File: config.mk
export PLATFORM = sky130hd
export DESIGN_NAME = any1_mem_seq_flat
export DESIGN_NICKNAME = d
export VERILOG_FILES = /design/src/rtl/any1_mem_seq_if.sv /design/src/rtl/any1_mem_seq.sv /design/src/flat_wrapper.sv
export SDC_FILE = /design/constraint.sdc
export NUM_CORES = 1
export LEC_CHECK = 0
export CORE_AREA = 2 2 194 339
export CTS_BUF_LIST = sky130_fd_sc_hd__clkbuf_4
export DETAILED_ROUTE_END_ITERATION = 10
export DIE_AREA = 0 0 196 341
export PLACE_DENSITY = 0.51
export SLEW_MARGIN = 30
export SYNTH_ARGS = -nofsm -noshare
export SYNTH_HDL_FRONTEND = slang
export SYNTH_SLANG_ARGS = --single-unit
File: constraint.sdc
create_clock -name clk -period 2.1 [get_ports clk]
set_input_delay 0.42 -clock clk [delete_from_list [all_inputs] [get_ports clk]]
set_output_delay 0.42 -clock clk [all_outputs]
set_load 0.005 [all_outputs]
File: src/rtl/any1_mem_seq_if.sv
// Wishbone-classic bus between the load/store sequencer (master) and memory (slave).
// Carries one 64-bit data path with byte-lane selects and an 8-byte-aligned address.
interface any1_mem_seq_if #(
    parameter int AWID = 32
);
    logic            cyc_o;
    logic            stb_o;
    logic            we_o;
    logic [7:0]      sel_o;
    logic [AWID-1:0] adr_o;
    logic [63:0]     dat_o;
    logic            ack_i;
    logic            err_i;
    logic [63:0]     dat_i;

    modport master (
        output cyc_o, stb_o, we_o, sel_o, adr_o, dat_o,
        input  ack_i, err_i, dat_i
    );

    modport slave (
        input  cyc_o, stb_o, we_o, sel_o, adr_o, dat_o,
        output ack_i, err_i, dat_i
    );
endinterface

File: src/rtl/any1_mem_seq.sv
// Load/store bus sequencer: splits accesses that cross an 8-byte boundary into two
// Wishbone cycles, merges and extends load data, and returns a one-cycle response.
module any1_mem_seq #(
    parameter int AWID = 32,
    parameter int TMO  = 255
) (
    input  logic            clk,
    input  logic            rst,
    input  logic            req_valid,
    output logic            req_ready,
    input  logic            req_we,
    input  logic [1:0]      req_size,
    input  logic            req_sext,
    input  logic [AWID-1:0] req_ea,
    input  logic [63:0]     req_dat,
    output logic            resp_valid,
    output logic [63:0]     resp_dat,
    output logic            resp_err,
    any1_mem_seq_if.master  bus
);

    typedef enum logic [1:0] {IDLE, ACC1, ACC2, RESP} state_t;

    state_t          state, state_d;
    logic            we_r, sext_r, split_r, err_r;
    logic [1:0]      size_r;
    logic [2:0]      off_r;
    logic [7:0]      sel1_r, sel2_r;
    logic [AWID-1:0] adr1_r, adr2_r;
    logic [63:0]     dat1_r, dat2_r;
    logic [63:0]     lo, hi;
    logic [7:0]      tmo_cnt;

    logic            in_acc, tmo_hit;
    logic [3:0]      c_n;
    logic [15:0]     c_mask;
    logic [63:0]     c_bytes;
    logic [127:0]    c_wdat;
    logic [63:0]     rd_sh, rd_ext;

    // Lane and data placement for the request on the input, used only at capture.
    // NOTE: every always_comb output gets a default first so no path can infer a latch.
    always_comb begin
        c_n     = 4'd1 << req_size;
        c_mask  = ((16'd1 << c_n) - 16'd1) << req_ea[2:0];
        c_bytes = req_dat;
        case (req_size)
            2'd0:    c_bytes = {56'd0, req_dat[7:0]};
            2'd1:    c_bytes = {48'd0, req_dat[15:0]};
            2'd2:    c_bytes = {32'd0, req_dat[31:0]};
            default: c_bytes = req_dat;
        endcase
        c_wdat = {64'd0, c_bytes} << {req_ea[2:0], 3'b000};
    end

    assign in_acc  = (state == ACC1) || (state == ACC2);
    assign tmo_hit = in_acc && !bus.ack_i && !bus.err_i && (tmo_cnt == 8'(TMO - 1));

    // NOTE: sequential state uses non-blocking assignments so every register samples pre-edge values.
    always_ff @(posedge clk) begin
        if (rst) state <= IDLE;
        else     state <= state_d;
    end

    always_comb begin
        state_d = state;
        case (state)
            IDLE: if (req_valid) state_d = ACC1;
            ACC1: begin
                if (bus.err_i || tmo_hit) state_d = RESP;
                else if (bus.ack_i)       state_d = split_r ? ACC2 : RESP;
            end
            ACC2: if (bus.err_i || bus.ack_i || tmo_hit) state_d = RESP;
            default: state_d = IDLE;
        endcase
    end

    always_ff @(posedge clk) begin
        if (rst) begin
            we_r    <= 1'b0;
            sext_r  <= 1'b0;
            split_r <= 1'b0;
            err_r   <= 1'b0;
            size_r  <= '0;
            off_r   <= '0;
            sel1_r  <= '0;
            sel2_r  <= '0;
            adr1_r  <= '0;
            adr2_r  <= '0;
            dat1_r  <= '0;
            dat2_r  <= '0;
            lo      <= '0;
            hi      <= '0;
            tmo_cnt <= '0;
        end else begin
            case (state)
                IDLE: if (req_valid) begin
                    we_r    <= req_we;
                    sext_r  <= req_sext;
                    size_r  <= req_size;
                    off_r   <= req_ea[2:0];
                    sel1_r  <= c_mask[7:0];
                    sel2_r  <= c_mask[15:8];
                    split_r <= (c_mask[15:8] != 8'd0);
                    adr1_r  <= {req_ea[AWID-1:3], 3'b000};
                    adr2_r  <= {req_ea[AWID-1:3], 3'b000} + AWID'(8);
                    dat1_r  <= c_wdat[63:0];
                    dat2_r  <= c_wdat[127:64];
                    lo      <= '0;
                    hi      <= '0;
                    err_r   <= 1'b0;
                    tmo_cnt <= '0;
                end
                ACC1, ACC2: begin
                    // Error wins over a simultaneous ack; the second half is then skipped.
                    if (bus.err_i || tmo_hit) begin
                        err_r   <= 1'b1;
                        tmo_cnt <= '0;
                    end else if (bus.ack_i) begin
                        if (state == ACC1) lo <= bus.dat_i;
                        else               hi <= bus.dat_i;
                        tmo_cnt <= '0;
                    end else begin
                        tmo_cnt <= tmo_cnt + 8'd1;
                    end
                end
                default: ;
            endcase
        end
    end

    always_comb begin
        req_ready  = (state == IDLE);
        bus.cyc_o  = in_acc;
        bus.stb_o  = in_acc;
        bus.we_o   = in_acc && we_r;
        bus.sel_o  = '0;
        bus.adr_o  = '0;
        bus.dat_o  = '0;
        if (state == ACC1) begin
            bus.sel_o = sel1_r;
            bus.adr_o = adr1_r;
            bus.dat_o = dat1_r;
        end else if (state == ACC2) begin
            bus.sel_o = sel2_r;
            bus.adr_o = adr2_r;
            bus.dat_o = dat2_r;
        end
    end

    // Bytes of the access sit at {hi,lo}[off*8 +: n*8]; lanes outside are discarded.
    always_comb begin
        rd_sh = 64'({hi, lo} >> {off_r, 3'b000});
        case (size_r)
            2'd0:    rd_ext = {{56{sext_r & rd_sh[7]}},  rd_sh[7:0]};
            2'd1:    rd_ext = {{48{sext_r & rd_sh[15]}}, rd_sh[15:0]};
            2'd2:    rd_ext = {{32{sext_r & rd_sh[31]}}, rd_sh[31:0]};
            default: rd_ext = rd_sh;
        endcase
        resp_valid = (state == RESP);
        resp_err   = resp_valid && err_r;
        resp_dat   = (resp_valid && !we_r) ? rd_ext : 64'd0;
    end

endmodule
File: src/flat_wrapper.sv
// flat-port wrapper written by rule: the top's interface ports become plain ports
module any1_mem_seq_flat 
#(
    parameter int AWID = 32,
    parameter int TMO  = 255
)
  (clk, rst, req_valid, req_ready, req_we, req_size, req_sext, req_ea, req_dat, resp_valid, resp_dat, resp_err, bus_cyc_o, bus_stb_o, bus_we_o, bus_sel_o, bus_adr_o, bus_dat_o, bus_ack_i, bus_err_i, bus_dat_i);
  any1_mem_seq_if #(.AWID(AWID)) bus_i ();
  input  logic clk;
  input  logic rst;
  input  logic req_valid;
  output logic req_ready;
  input  logic req_we;
  input  logic [1:0] req_size;
  input  logic req_sext;
  input  logic [AWID-1:0] req_ea;
  input  logic [63:0] req_dat;
  output logic resp_valid;
  output logic [63:0] resp_dat;
  output logic resp_err;
  output wire logic [$bits(bus_i.cyc_o)-1:0] bus_cyc_o;
  output wire logic [$bits(bus_i.stb_o)-1:0] bus_stb_o;
  output wire logic [$bits(bus_i.we_o)-1:0] bus_we_o;
  output wire logic [$bits(bus_i.sel_o)-1:0] bus_sel_o;
  output wire logic [$bits(bus_i.adr_o)-1:0] bus_adr_o;
  output wire logic [$bits(bus_i.dat_o)-1:0] bus_dat_o;
  input wire logic [$bits(bus_i.ack_i)-1:0] bus_ack_i;
  input wire logic [$bits(bus_i.err_i)-1:0] bus_err_i;
  input wire logic [$bits(bus_i.dat_i)-1:0] bus_dat_i;
  assign bus_cyc_o = bus_i.cyc_o;
  assign bus_stb_o = bus_i.stb_o;
  assign bus_we_o = bus_i.we_o;
  assign bus_sel_o = bus_i.sel_o;
  assign bus_adr_o = bus_i.adr_o;
  assign bus_dat_o = bus_i.dat_o;
  assign bus_i.ack_i = bus_ack_i;
  assign bus_i.err_i = bus_err_i;
  assign bus_i.dat_i = bus_dat_i;
  any1_mem_seq #(.AWID(AWID), .TMO(TMO)) u_core (.clk(clk), .rst(rst), .req_valid(req_valid), .req_ready(req_ready), .req_we(req_we), .req_size(req_size), .req_sext(req_sext), .req_ea(req_ea), .req_dat(req_dat), .resp_valid(resp_valid), .resp_dat(resp_dat), .resp_err(resp_err), .bus(bus_i));
endmodule
==> results.sh, run 1 <==
export IMPL_muxShareOfSynthArea_pct=16.6
export IMPL_busiest_layer="met2"
export IMPL_synth_area_leader_cell="dfxtp_1"
export IMPL_r2r_cells=15
export IMPL_ys_flop_type="dfxtp_1"
export IMPL_cts_tree="built"
export IMPL_worstHoldStart="bus_dat_i[57]"
export IMPL_multiInputGateArea_um2=14500
export IMPL_grt_util_all_layers_pct=29.5
export IMPL_avgSynthCellArea_um2=7.86
export IMPL_area_growth_pct=73.7
export IMPL_hp_class="in2reg"
export IMPL_rows=123
export IMPL_rsz0062_at_grt="true"
export IMPL_grt_use_met3_pct=6.06
export IMPL_p_sw_share_pct=43.2
export IMPL_ctsHtreeMaxLevel=3
export IMPL_seqCellArea_um2=6680
export IMPL_cp_cell_sequence="buf_6 > mux2_4 > o221a_4 > a41o_1 > o311ai_4 > buf_12 > buf_16 > buf_12 > a21oi_2 > buf_2"
export IMPL_critPathMostFrequentCell="buf_12"
export IMPL_die_width_um=196
export IMPL_first_global_vias=22900
export IMPL_start_kind="flop"
export IMPL_coreArea_um2=64000
export IMPL_place_hpwl_um=72500
export IMPL_p_clk_share_pct=16.2
export IMPL_crit_arrival_ns=3.11
export IMPL_fin_ws_ns=-1.43
export IMPL_synth_cells=2424
export IMPL_power_per_cell_area_nw_per_um2=1180
export IMPL_maxSlewHeadroom_pct=51.1
export IMPL_max_vdd_ir_drop_v=0.00131
export IMPL_portBuffers=339
export IMPL_routed_via_density=5.58
export IMPL_min_path_cells=3
export IMPL_internal_power_mw=22.1
export IMPL_ys_warn_count=0
export IMPL_layout_nets=3428
export IMPL_synth_adder_area_share_pct=0.460
export IMPL_cts_sinks=333
export IMPL_first_pass_iters=8
export IMPL_fin_crit_sh_pct=168
export IMPL_netlist_cell_type_count=55
export IMPL_netlist_area_um2=19000
export IMPL_drtAntennaViolNets=0
export IMPL_r2r_end="u_core.lo[25]"
export IMPL_ys_seq_area_share_pct=35.0
export IMPL_ys_ff_latch=333
export IMPL_period_minus_slack_ns=3.53
export IMPL_synth_top_family_by_area="simple AND/OR/NAND/NOR gates"
export IMPL_r2r_slack_ns=-0.40
export IMPL_outcome="finished, violations left"
export IMPL_met1_usage_pct=29.6
export IMPL_die_area_um2=66800
export IMPL_drive_above_1_share_pct=47.2
export IMPL_start_util_pct=29.7
export IMPL_synth_top_area_share_pct=35.0
export IMPL_skew_ns=0.0532
export IMPL_p_sw_mw=16.8
export IMPL_wl_per_cell_um=25.6
export IMPL_ys_top_cells_by_area="dfxtp_1, nand2_1, mux4_2"
export IMPL_drc=0
export IMPL_path_max_fanout=6
export IMPL_r2r_start="u_core.state[1]"
export IMPL_antenna_found_initial=13
export IMPL_path_class="reg2out"
export IMPL_holdPathEnd="u_core.lo[57]"
export IMPL_wl_um=106000
export IMPL_fin_tns_setup_ns=-184.05
export IMPL_n_fill_cell=6029
export IMPL_place_ws_ns=-0.797
export IMPL_combPwrFrac_pct=61.1
export IMPL_grt_overflow=0
export IMPL_synthXorXnorAreaFrac_pct=1.47
export IMPL_die_h_um=341
export IMPL_setup_viol=292
export IMPL_numCtsBuffers=91
export IMPL_io_pins=343
export IMPL_drtIter0Drc=1699
export IMPL_vias=23100
export IMPL_crit_required_ns=1.68
export IMPL_p_leak_nw=13.3
export IMPL_seqPwrFrac_pct=22.7
export IMPL_final_hold_violation_count=0
export IMPL_clk_pin_slew_worst_paths_ns=0.08
export IMPL_violations="setup timing"
export IMPL_drv_cap=0
export IMPL_slowest_delay_ns=0.42
export IMPL_fmax_mhz=283
export IMPL_clockBufferDepth=3
export IMPL_maxSlewViolCount=0
export IMPL_worst_pin_slew_ns=0.727
export IMPL_async_flop_share_pct=0
export IMPL_grt_pass1_wl_um=146000
export IMPL_crit_slowest_cell="dfxtp_4"
export IMPL_synth_edff_count=0
export IMPL_synthSimpleGateAreaFrac_pct=20.6
export IMPL_insertion_delay_ns=0.86
export IMPL_place_congestion=1.02
export IMPL_grt_max_degree=88
export IMPL_synth_compound_area_share_pct=20.4
export IMPL_met2_usage_pct=52.9
export IMPL_cts_root_buf="clkbuf_4"
export IMPL_critPathCaptureType="output port"
[placed cells by master, fill, tap and decap left out, types with 46 or more instances in the layout]
cell and n:
buf_4 389, dfxtp_1 328, nand2_1 321, nor2_1 172
clkdlybuf4s50_1 165, a21oi_1 153, buf_6 133, clkbuf_4 129
buf_2 118, mux2i_1 105, a21oi_2 100, nand2_2 85
a22oi_1 83, nand3_1 81, buf_12 66, nand2_4 64
mux4_2 59, o21ai_0 52, o21ai_4 51, o21ai_2 46
buf_8 46
[worst max path at each step]
stage / slack (ns) / to / start
floorplan: -0.15 / resp_dat[42] / u_core.off_r[1]
CTS: -1.50 / resp_dat[34] / u_core.off_r[1]
finish: -1.43 / resp_dat[63] / u_core.off_r[1]
detailed placement: -0.80 / resp_dat[49] / u_core.off_r[1]
global route: -1.53 / resp_dat[42] / u_core.off_r[1]
global placement: -0.72 / resp_dat[59] / u_core.off_r[1]
[sequential cells by signal, indices dropped and copies added, names as in the netlist]
signal and cells:
u_core.dat1_r 64, u_core.lo 64, u_core.dat2_r 56, u_core.hi 56, u_core.adr1_r 29, u_core.adr2_r 29, u_core.sel1_r 8, u_core.sel2_r 8
u_core.tmo_cnt 8, u_core.off_r 3, u_core.size_r 2, u_core.state 2, u_core.err_r 1, u_core.sext_r 1, u_core.split_r 1, u_core.we_r 1
[critical path, delay by kind of cell, from the launching register on]
| family | cells | cell delay (ns) |
|---|---|---|
| flops | 1 | 0.42 |
| buf+inv | 5 | 0.69 |
| compound gates | 4 | 0.87 |
| mux | 1 | 0.30 |
[through the flow]
stage	hold slack (ns)	util, %	std cells	power [mW]	instance area [µm²]
final	0.143	51.7	4137	38.9	33100
after CTS	0.0610	47.0	4062	33.2	30100
after floorplan	0.432	-	2426	15.3	19100
after global routing	0.120	51.7	4135	40.5	33100
after detailed placement	0.448	41.1	3774	22.7	26300
after global placement	0.441	41.1	3774	22.6	26300
[power by group through the flow]
stage               Clock [mW]  Sequential (mW)  Combinational, mW
finish                    6.30             8.84               23.8
global route              6.80             8.91               24.8
CTS                       6.49             8.67               18.0
detailed placement           0             8.73               14.0
global placement             0             8.68               13.9
floorplan                    0             8.21               7.13
[final cells by class]
type	instances	share of cell area (%)
Multi-Input combinational cell	1841	43.7
Timing Repair Buffer	974	29.2
Sequential cell	333	20.2
Tap cell	812	3.07
Clock buffer	129	2.93
Clock inverter	32	0.673
Inverter	11	0.140
Antenna cell	5	0.0378
[Yosys cell counts (32+ instances only)]
cell,n
a22oi_1,83
a21oi_1,257
nand3_1,159
nand2_1,472
nor3_1,41
mux2i_1,127
mux4_2,59
nor2_1,188
buf_2,35
o21ai_0,163
mux2_2,49
clkbuf_1,171
dfxtp_1,333
a222oi_1,32
[routing by layer]
layer / up-vias / part of all wire, %
met5: - / 0.11
met4: 18 / 9.1
met3: 345 / 6.5
met2: 1085 / 51
met1: 11200 / 34
li1: 10400 / -
[logic make-up (layout without fill, tap and decap cells)]
kind of cell             after synthesis  in the layout
other                                  1              8
AND/OR/NAND/NOR                      923            923
buffers and inverters                252           1146
XOR/XNOR                              32             32
AO/OA/AOI/OAI                        641            641
flip-flops                           333            333
adder cells (fa/ha/maj)                7              7
multiplexers                         235            235
[timing repair]
| action | CTS | global route |
|---|---|---|
| buffers inserted | 122 | 92 |
| pin swaps | 69 | 198 |
| cloned | 21 | 21 |
| setup endpoints to repair | 318 | 372 |
| resized for setup | 1083 | 719 |
| hold buffers | 2 | 0 |
| endpoints found under the hold margin | 36 | 0 |
Power figures use the tool's default switching activity.
==> inputs of run 2 (changes only) <==
--- a/config.mk
+++ b/config.mk
@@ -6,7 +6,8 @@
 export NUM_CORES = 1
 export LEC_CHECK = 0
 export CORE_AREA = 2 2 194 339
-export CTS_BUF_LIST = sky130_fd_sc_hd__clkbuf_4
+export CTS_BUF_LIST = sky130_fd_sc_hd__clkbuf_16
+export CTS_CLUSTER_DIAMETER = 150
 export DETAILED_ROUTE_END_ITERATION = 10
 export DIE_AREA = 0 0 196 341
 export PLACE_DENSITY = 0.51
==> results.sh, run 2 (synthesized netlist as in run 1, its figures left out) <==
export IMPL_rsz0062_at_grt="true"
export IMPL_drtAntennaViolNets=0
export IMPL_cts_sinks=333
export IMPL_worst_pin_slew_ns=0.684
export IMPL_skew_ns=0.0126
export IMPL_vias=23100
export IMPL_cts_tree="built"
export IMPL_cts_hold_fix_buffers=0
export IMPL_utilization_pct=52.8
export IMPL_wl_per_cell_um=26.7
export IMPL_layout_nets=3398
export IMPL_period_minus_slack_ns=3.27
export IMPL_rows=123
export IMPL_fin_crit_sh_pct=156
export IMPL_crit_family="compound AO/OA/AOI/OAI gates"
export IMPL_start_util_pct=29.7
export IMPL_die_area_um2=66800
export IMPL_grt_pass1_wl_um=150000
export IMPL_place_hpwl_um=72500
export IMPL_p_clk_share_pct=15.8
export IMPL_p_sw_share_pct=42.8
export IMPL_dpl_cell_area_um2=26300
export IMPL_p_sw_mw=17.8
export IMPL_dpl_cell_count=3774
export IMPL_start_kind="flop"
export IMPL_insertion_delay_ns=0.57
export IMPL_critPathBufInv=5
export IMPL_fmax_mhz=306
export IMPL_cts_root_buf="clkbuf_16"
export IMPL_grt_overflow=0
export IMPL_hp_class="in2reg"
export IMPL_clk_pin_slew_worst_paths_ns=0.06
export IMPL_drtIter0Drc=1489
export IMPL_maxSlewHeadroom_pct=54.4
export IMPL_first_pass_iters=7
export IMPL_crit_required_ns=1.68
export IMPL_io_pins=343
export IMPL_combPwrFrac_pct=62.9
export IMPL_grt_util_all_layers_pct=30.3
export IMPL_design_area_um2=33800
export IMPL_crit_slowest_cell="dfxtp_4"
export IMPL_first_global_vias=23100
export IMPL_drv_cap=0
export IMPL_max_vdd_ir_drop_v=0.00114
export IMPL_coreArea_um2=64000
export IMPL_path_class="reg2out"
export IMPL_area_growth_pct=77.5
export IMPL_setup_viol=267
export IMPL_clockBufferDepth=3
export IMPL_die_h_um=341
export IMPL_critPathMostFrequentCell="buf_12"
export IMPL_grt_max_degree=88
export IMPL_p_leak_nw=13.6
export IMPL_power_per_cell_area_nw_per_um2=1230
export IMPL_maxSlewViolCount=0
export IMPL_cp_cell_sequence="buf_6 > mux2_4 > o221a_4 > a41o_1 > o311ai_4 > buf_12 > buf_16 > buf_12 > a21oi_2 > buf_2"
export IMPL_internal_power_mw=23.8
export IMPL_slowest_delay_ns=0.42
export IMPL_layout_commonest_cell="buf_4"
export IMPL_antenna_found_initial=8
export IMPL_drive_above_1_share_pct=47.9
export IMPL_outcome="finished, violations left"
export IMPL_die_width_um=196
export IMPL_fin_ws_ns=-1.17
export IMPL_portBuffers=339
export IMPL_layout_common_cells="buf_4, dfxtp_1, nand2_1, nor2_1, clkdlybuf4s50_1"
export IMPL_ctsHtreeMaxLevel=2
export IMPL_crit_arrival_ns=2.85
export IMPL_final_hold_violation_count=0
export IMPL_routed_via_density=5.68
export IMPL_top_regs="u_core.dat1_r (64), u_core.lo (64)"
export IMPL_drc=0
export IMPL_numCtsBuffers=38
export IMPL_wl_um=108000
export IMPL_critPathCaptureType="output port"
export IMPL_place_congestion=1.02
export IMPL_fin_cells=4062
export IMPL_violations="setup timing"
export IMPL_path_max_fanout=6
export IMPL_seqPwrFrac_pct=21.3
run 2: cell types whose count changed in the layout (fill, tap and decap cells not counted), moves of 14 or more:
| cell | previous run | this run |
|---|---|---|
| clkbuf_4 | 129 | 0 |
| nand3_1 | 81 | 66 |
| clkbuf_16 | 17 | 49 |
| buf_6 | 133 | 164 |
| buf_4 | 389 | 369 |
| buf_12 | 66 | 80 |
| a21oi_1 | 153 | 136 |
| nand3_4 | 41 | 55 |
| a21oi_2 | 100 | 117 |
run 2: path summary, 6_finish.rpt:
kind / from / to / cells past startpoint / slack [ns]
worst max-delay path: u_core.off_r[1] / resp_dat[63] / 10 / -1.17
worst min-delay path: rst / u_core.lo[56] / 2 / 0.30
worst min register to register: u_core.adr1_r[29] / u_core.adr1_r[29] / 2 / 0.46
worst max register to register: u_core.state[0] / u_core.lo[49] / 15 / -0.34
run 2: area by class of cell:
cell class	instances	area, µm²
fill	5881	30200
clock buffer	39	976
sequential	333	6690
tap	812	1020
antenna	2	5.00
timing repair buffer	996	10000
multi-input combinational	1842	14900
inverter	11	43.8
clock inverter	27	183
run 2: layer usage:
metal  wire [µm]  global-route usage [%]  part of all wire (%)
met1       36000                    30.8                    33
met2       54300                    54.9                    50
met3        7400                    5.34                   6.8
met4       10500                    23.3                   9.7
met5          77                       0                 0.071
run 2: metrics by stage:
step	worst slack (ns)	hold slack (ns)	TNS, ns	power [mW]
floorplan	-0.155	0.432	-3.82	15.3
global placement	-0.718	0.441	-111.45	22.6
detailed placement	-0.797	0.448	-121.53	22.7
CTS	-1.17	0.259	-153.38	37.0
global route	-1.24	0.297	-140.12	42.9
finish	-1.17	0.296	-124.04	41.6
run 2: timing repair:
action,CTS,global route
resized for setup,1232,696
buffers inserted,165,83
pin swaps,117,220
endpoints found under the setup margin,305,456
cloned,32,13
run 2: power by group through the flow:
stage                     combinational [mW]  sequential (mW)  clock (mW)
after floorplan                         7.13             8.21           0
after global placement                  13.9             8.68           0
after detailed placement                14.0             8.73           0
after CTS                               21.7             8.67        6.69
after global routing                    27.1             8.92        6.90
final                                   26.2             8.85        6.58
